==> src/rtl/spi_adc_responder.sv <==
// SPI ADC responder: emulates a 12-bit serial ADC output stage (null bit,
// MSB-first word, LSB-first repeat, zero tail), driven from an external SCK/CS
// that is oversampled in the clk domain.
module spi_adc_responder #(
  parameter int SYNC_STAGES = 2,
  parameter bit INVERT_OUT  = 1'b0
) (
  input  logic        clk,
  input  logic        reset,
  input  logic        sck_in,
  input  logic        cs_n_in,
  input  logic [11:0] sample_data,
  output logic        miso,
  output logic        miso_oe,
  output logic        busy,
  output logic        frame_done,
  output logic        short_frame
);

  typedef enum logic [2:0] {
    IDLE, SAMPLE, NULL_BIT, DATA_MSB, DATA_LSB, TAIL, WAIT_CS_HIGH
  } state_t;

  localparam logic [2:0] FLUSH_N = 3'(SYNC_STAGES);

  logic [SYNC_STAGES-1:0] sckSync, csSync;
  logic                   sckHist, csHist;
  logic                   sckNow, csNow, sckFall, csFall, csRise;
  logic [2:0]             flushCnt;
  logic                   flushDone;

  state_t      state, stateNext;
  logic [4:0]  f, fNext, fInc;
  logic [11:0] shadow, shadowNext;
  logic        misoNext, oeNext, busyNext, doneNext, shortNext;
  logic [3:0]  msbIdx, lsbIdx;

  assign sckNow  = sckSync[SYNC_STAGES-1];
  assign csNow   = csSync[SYNC_STAGES-1];
  assign sckFall = sckHist & ~sckNow;
  assign csFall  = csHist & ~csNow;
  assign csRise  = ~csHist & csNow;

  // Synchronizers plus one history flop each; reset to the idle-high level.
  always_ff @(posedge clk) begin
    if (reset) begin
      sckSync <= '1;
      csSync  <= '1;
      sckHist <= 1'b1;
      csHist  <= 1'b1;
    end else begin
      sckSync <= {sckSync[SYNC_STAGES-2:0], sck_in};
      csSync  <= {csSync[SYNC_STAGES-2:0], cs_n_in};
      sckHist <= sckNow;
      csHist  <= csNow;
    end
  end

  // After reset the synchronizers hold a forced 1; wait until the real pin
  // level has propagated before trusting cs_n as "high".
  always_ff @(posedge clk) begin
    if (reset)           flushCnt <= '0;
    else if (!flushDone) flushCnt <= flushCnt + 3'd1;
  end
  assign flushDone = (flushCnt >= FLUSH_N);

  // State, counter, shadow word and all outputs are registered together.
  always_ff @(posedge clk) begin
    if (reset) begin
      state       <= WAIT_CS_HIGH;
      f           <= '0;
      shadow      <= '0;
      miso        <= 1'b0;
      miso_oe     <= 1'b0;
      busy        <= 1'b0;
      frame_done  <= 1'b0;
      short_frame <= 1'b0;
    end else begin
      state       <= stateNext;
      f           <= fNext;
      shadow      <= shadowNext;
      miso        <= misoNext;
      miso_oe     <= oeNext;
      busy        <= busyNext;
      frame_done  <= doneNext;
      short_frame <= shortNext;
    end
  end

  assign fInc   = (f == 5'd31) ? f : f + 5'd1;
  assign msbIdx = 4'(5'd13 - fInc);
  assign lsbIdx = 4'(fInc - 5'd13);

  // Next-state and output decode; a CS rise always pre-empts an SCK fall.
  always_comb begin
    stateNext  = state;
    fNext      = f;
    shadowNext = shadow;
    misoNext   = miso;
    oeNext     = miso_oe;
    busyNext   = busy;
    doneNext   = 1'b0;
    shortNext  = 1'b0;
    case (state)
      WAIT_CS_HIGH: begin
        if (flushDone && csNow) stateNext = IDLE;
      end
      IDLE: begin
        if (csFall) begin
          shadowNext = sample_data;
          fNext      = '0;
          busyNext   = 1'b1;
          oeNext     = 1'b1;
          misoNext   = 1'b0;
          stateNext  = SAMPLE;
        end
      end
      default: begin
        if (csRise) begin
          oeNext    = 1'b0;
          misoNext  = 1'b0;
          busyNext  = 1'b0;
          stateNext = IDLE;
          if (f >= 5'd13) doneNext  = 1'b1;
          else            shortNext = 1'b1;
        end else if (sckFall) begin
          fNext = fInc;
          case (state)
            SAMPLE: begin
              misoNext  = 1'b0;
              stateNext = NULL_BIT;
            end
            NULL_BIT, DATA_MSB: begin
              misoNext = shadow[msbIdx] ^ INVERT_OUT;
              if (fInc >= 5'd13) stateNext = DATA_LSB;
              else               stateNext = DATA_MSB;
            end
            DATA_LSB: begin
              misoNext = shadow[lsbIdx] ^ INVERT_OUT;
              if (fInc >= 5'd24) stateNext = TAIL;
            end
            default: misoNext = 1'b0;
          endcase
        end
      end
    endcase
  end

endmodule
==> config.mk <==
export PLATFORM = sky130hd
export DESIGN_NAME = spi_adc_responder
export DESIGN_NICKNAME = d
export VERILOG_FILES = /design/src/rtl/spi_adc_responder.sv
export SDC_FILE = /design/constraint.sdc
export NUM_CORES = 1
export LEC_CHECK = 0
export ABC_CLOCK_PERIOD_IN_PS = 3700
export BUFFER_PORTS_ARGS = -buffer_cell sky130_fd_sc_hd__buf_2
export CORE_MARGIN = 5
export CORE_UTILIZATION = 55
export DETAILED_ROUTE_END_ITERATION = 12
export GPL_TIMING_DRIVEN = 0
export PLACE_DENSITY = 0.75
export SLEW_MARGIN = 40
export SYNTH_ARGS = -nofsm -noshare
export SYNTH_HDL_FRONTEND = slang
export SYNTH_SLANG_ARGS = --single-unit
export TNS_END_PERCENT = 100
==> constraint.sdc <==
create_clock -name clk -period 3.7 [get_ports clk]
set_input_delay 0.185 -clock clk [delete_from_list [all_inputs] [get_ports clk]]
set_output_delay 0.185 -clock clk [all_outputs]
set_load 0.03 [all_outputs]
-- Word-level counts from Yosys, hierarchy flattened
Cells that the tools add are included.
- flip-flop bits (word level): 33
- bits of input ports: 16
- $add $sub $neg: 4
- $lt $le $gt $ge: 6
- equal/unequal tests: 10
- muxes and demuxes: 27
- bitwise gates (word level): 8
- reductions and logical operators: 14
- operator list (kind ; count):
    5-bit two-way mux ; 4
    3-bit two-way mux ; 6
    5-bit by 4-bit >= comparator with 1-bit output (second input constant) ; 2
    4-bit by 5-bit < comparator with 1-bit output (second input constant) ; 2
    5-bit case mux with 2 select lines ; 1
    1-bit two-way mux ; 9
    3-bit case mux with 3 select lines ; 1
    1-bit binary-select mux with 4-bit select ; 2
    3-bit by 2-bit equality test with 1-bit output (second input constant) ; 2
    3-bit equality test (second input constant) ; 2
    1-bit case mux with 2 select lines ; 3
    3-bit case mux with 2 select lines ; 1
    3-bit AND reduction ; 2
    6-bit nonzero test ; 1
    5-bit by 1-bit adder with 5-bit output (second input constant) ; 1
    5-bit equality test (second input constant) ; 1
    5-bit >= comparator (second input constant) ; 1
    5-bit by 3-bit != test with 1-bit output (second input constant) ; 1
    1-bit inverter ; 5
    5-bit AND reduction ; 1
    2-bit != test (second input constant) ; 2
    4-bit AND reduction ; 1
    2-bit nonzero test ; 2
    4-bit nonzero test ; 1
    other kinds (13) ; 15

-- Logic depth before layout (Yosys ltp)
- depth after elaboration: 9
- gate-level depth with buffers: 14

-- Worst setup path before layout
No wires, ideal clock.
- path kind: register -> register
- from: reg f[1]
- to: reg state[0]
- arrival: 2.668 ns
- slack: 0.947 ns
- stages on the path, launching flop included: 15
- period minus slack after synthesis: 2.753 ns
- path through: dfxtp_1 > buf_2 > inv_1 > ha_1 > inv_1 > mux2i_4 > inv_2 > ha_1 > and4b_1 > o2bb2ai_1 > a22oi_1 > o21ai_1 > o22ai_1 > a21oi_1 > a211oi_1
- word-level cells in the longest chain between the ends: 8
- RTL lines (item ; RTL line ; RTL):
    from (decl) ; 33 ; logic [4:0] f, fNext, fInc;
    from (signal assigned) ; 80 ; f <= fNext;
    5-bit by 1-bit adder with 5-bit output or 5-bit equality test (tied branches) ; 90 ; assign fInc = (f == 5'd31) ? f : f + 5'd1;
    5-bit two-way mux (*) ; 90 ;
    5-bit by 4-bit >= comparator with 1-bit output ; 135 ; if (fInc >= 5'd13) stateNext = DATA_LSB;
    3-bit two-way mux ; 135 ;
    3-bit case mux with 3 select lines ; 128 ; case (state)
    3-bit two-way mux ; 126 ; end else if (sckFall) begin
    3-bit two-way mux ; 119 ; if (csRise) begin
    3-bit case mux with 2 select lines ; 104 ; case (state)
    to (signal assigned) ; 79 ; state <= stateNext;
    to (decl) ; 32 ; state_t state, stateNext;
Mark *: on every way between the ends. The rest lies on a longest branch, timed or not. The select of a mux whose other input is x is not followed.
A chain may end at the register's enable or synchronous reset.

-- Worst setup path in the final report
Ends and elaborated chain as after synthesis.

==> run metrics <==
WP data required=3900 ps; worst-path cell chain=buf_2 > inv_1 > ha_1 > inv_1 > mux2i_4 > inv_2 > ha_1 > and4b_1 > o2bb2ai_1 > a22oi_1 > o21ai_1 > o22ai_1 > a21oi_1 > a211oi_1; hold path depth=2; flops & latches, synth=33; Antenna Violating Nets Remaining=0; CTS H-tree depth=2; top-area cell type share of the netlist area=between 30% and 40%; Pins Over Slew Limit=0; cell taking the most area after synthesis=dfxtp_1; CTS tree=done; total CTS buffers=5; synth unique cells=between 50 and 60; Main synth FF type=dfxtp_1; FF+latch area=661 µm²; CP max stage cell=dfxtp_1; drt initial violations=between 150 and 200; multiplexer area fraction after synthesis=around 5.6%; Synth Area in XOR/XNOR=roughly 3.3%; total die area=5010 µm²; via count=roughly 1800; setup bufs post-CTS=0; fraction of layout cells with a size suffix above 1=~18%; run status=complete, no violations; Arrival @ worst endpoint=~3500 ps; relative slew slack=a little under three fifths; Synth-to-Final Area Change=11.9%; part of the power in combinational logic=roughly 40%; Area after DPL=2190 µm²; core area=3610 µm²; clock skew=between 3 and 4 ps; startpoint types=flop; vias per cell=around 5.5; clock input transition at the sequential cells of the worst setup and hold paths=approximately 70 ps; GRT Residual Overflow=0; post-CTS resize count=0; NetSw=about 0.43 mW; die height=70.8 µm; r2r worst-path depth=14; power density cells=around 500 nW/µm²; post-route cell area=about 2300 µm²; I/O Buffers=19; hold_buf cts=0; worst skew pair latency=just under 300 ps; reg2reg setup slack=between 300 and 400 ps; Adder-Cell Fraction of Synth Area=roughly 4.3%; worst hold slack=76.1 ps; Syn Area/Cell=7.96 µm²; DRC errors left=0; initial antenna violation count=0; DIE WIDTH=70.8 µm; largest net degree at the start of global routing=12; Peak VDD IR=about 0.3 mV; final setup vio count=0; worst-margin pin slew=654 ps; Fill cells=about 330; worst min-delay path class=in -> reg; Synth Instances=about 260; Worst Path Buf+Inv=4; critical path type=reg -> reg; Clock power frac=a little under a quarter; pre-CTS WS=418 ps; fin crit share=a little under 90%; Internal=0.699 mW; largest family of logic cells by synthesized area=simple AND/OR/NAND/NOR gates; Largest delay share family, worst path=compound AO/OA/AOI/OAI gates; post-layout util=63.0%; post-route setup slack=389 ps; placer's final routability congestion estimate=between 0.8 and 0.9; Sequential Power Share=around 37%; min-delay src=cs_n_in; IO Count=21; compound-cell area share of the yosys netlist=19.9%; RSZ-0062 raised after global routing=no; maximum clock insertion buffer count=2; CTS root buffer=clkbuf_8; sw frac=around two fifths; final hold vios=0; Cell Area, Synth=between 2000 and 2500 µm²; synthesized net count=roughly 280; WL/cell=approximately 13 µm; Tot GR Track Use=between 10% and 20%; Ys Warns=0; DRT Wirelength=about 4.4 mm; crit path max fanout=10; vias in the first global route=1621; simple-gate share of the synthesized area=28.2%; post-layout minimum cycle time=around 3300 ps; # diodes=0; R2R Path End=state[0]; final setup TNS=0 ps; post-synthesis sequential area ratio=~33%; ys async rst share=0%; slowest stage delay, CP=approximately 500 ps; multi-input logic area=~1200 µm²; r2r startpoint=f[1]; TritonRoute pass-1 iters=4; maxcap violations=0; most area-consuming cells after synthesis=dfxtp_1 (33%), a21oi_1 (7.9%), nand2_1 (6.5%); Hold Path Sink=csSync[0]; Leak=slightly above 0.9 nW; first-pass GRT wire length=~7.3 mm; Worst setup EP type=flop; Starting Density=around 56%; CTS sink cnt=33; maximum clock frequency=around 300 MHz; Post-synth EDFFs=0; layout net count=about 300; # rows=22; Final HPWL DP=3.23 mm
-- synthesized netlist by cell type (4+ instances only) --
cell,count
inv_1,5
a211oi_1,4
mux2i_1,8
a21o_1,4
nand3_1,9
nand2_1,35
nor2_1,21
clkbuf_1,11
a21oi_1,32
or2_2,6
nor4_1,4
ha_1,7
dfxtp_1,33
nor3_1,6
nand2b_1,5
-- state kept, by name (all words and copies together), names as in the netlist --
| name | flops |
|---|---|
| busy | 1 |
| sckHist | 1 |
| short_frame | 1 |
| shadow | 12 |
| sckSync | 2 |
| frame_done | 1 |
| miso | 1 |
| csSync | 2 |
| f | 5 |
| state | 3 |
| csHist | 1 |
| flushCnt | 3 |
-- worst max path at each step --
stage	from	endpoint	slack [ps]	cells past startpoint
2_1_floorplan	f[1]	state[0]	950	14
3_3_place_gp	f[1]	state[0]	510	14
3_5_place_dp	f[1]	state[0]	420	14
4_1_cts	f[1]	state[0]	420	14
5_1_grt	f[1]	state[0]	130	14
6_report	f[1]	state[0]	390	14
-- power groups by stage --
stage | Clock [mW] | Combinational [mW] | Sequential (mW)
CTS | 0.276 | 0.443 | 0.416
finish | 0.268 | 0.447 | 0.416
floorplan | 0 | 0.363 | 0.419
global route | 0.295 | 0.502 | 0.421
global placement | 0 | 0.437 | 0.423
detailed placement | 0 | 0.442 | 0.422
-- placed cells by master, fill, tap and decap left out, types with 2 or more instances in the layout --
master,instances
a211oi_1,4
a21o_1,4
a21oi_1,32
a22oi_1,3
a31oi_1,3
buf_2,22
buf_6,3
clkbuf_1,11
clkbuf_8,5
clkinv_2,2
dfxtp_1,33
ha_1,7
inv_1,5
inv_2,2
mux2i_1,8
nand2_1,35
nand2b_1,5
nand3_1,9
nand3_2,2
nand4_1,2
nor2_1,21
nor2b_1,3
nor3_1,6
nor3b_1,3
nor4_1,4
nor4b_1,2
o21ai_0,3
o22ai_1,2
o31ai_1,2
or2_1,2
or2_2,6
or3_1,3
xnor2_1,2
xor2_1,2
-- metrics by stage --
| step | instances | total power [mW] |
|---|---|---|
| detailed placement | 322 | 0.864 |
| finish | 330 | 1.13 |
| global route | 330 | 1.22 |
| CTS | 330 | 1.13 |
| global placement | 322 | 0.860 |
| floorplan | 255 | 0.781 |
-- routing by layer --
metal | GRT usage (%) | share of wire, % | vias up
met4 | 7.10 | 0.84 | 0
li1 | - | - | 951
met2 | 28.0 | 45 | 46
met1 | 24.0 | 48 | 822
met5 | 0 | 0 | -
met3 | 4.83 | 6.0 | 4
-- layout make-up --
| type | count | share of cell area [%] |
|---|---|---|
| Clock inverter | 3 | 0.771 |
| Buffer | 18 | 4.30 |
| Inverter | 7 | 1.16 |
| Sequential cell | 33 | 29.1 |
| Clock buffer | 5 | 3.03 |
| Timing Repair Buffer | 19 | 4.19 |
| Multi-Input combinational cell | 197 | 54.8 |
| Tap cell | 48 | 2.64 |
-- worst register-to-register path, delay by kind of cell (launching register included) --
| kind | cells | cell delay (ps) |
|---|---|---|
| AOI/OAI and AO/OA | 6 | 890 |
| adders and majority gates | 2 | 660 |
| buffers and inverters | 4 | 630 |
| DFF | 1 | 500 |
| muxes | 1 | 290 |
| and+or+nand+nor | 1 | 270 |
-- cell families (layout without fill, tap and decap cells) --
group | count (synthesis) | in the layout
DFF | 33 | 33
AOI/OAI and AO/OA | 64 | 64
buffers and inverters | 25 | 52
and+or+nand+nor | 110 | 110
xor gates and xnor gates | 6 | 6
adders and majority gates | 7 | 7
muxes | 10 | 10
Note: power is estimated with default switching activity, not from simulation.
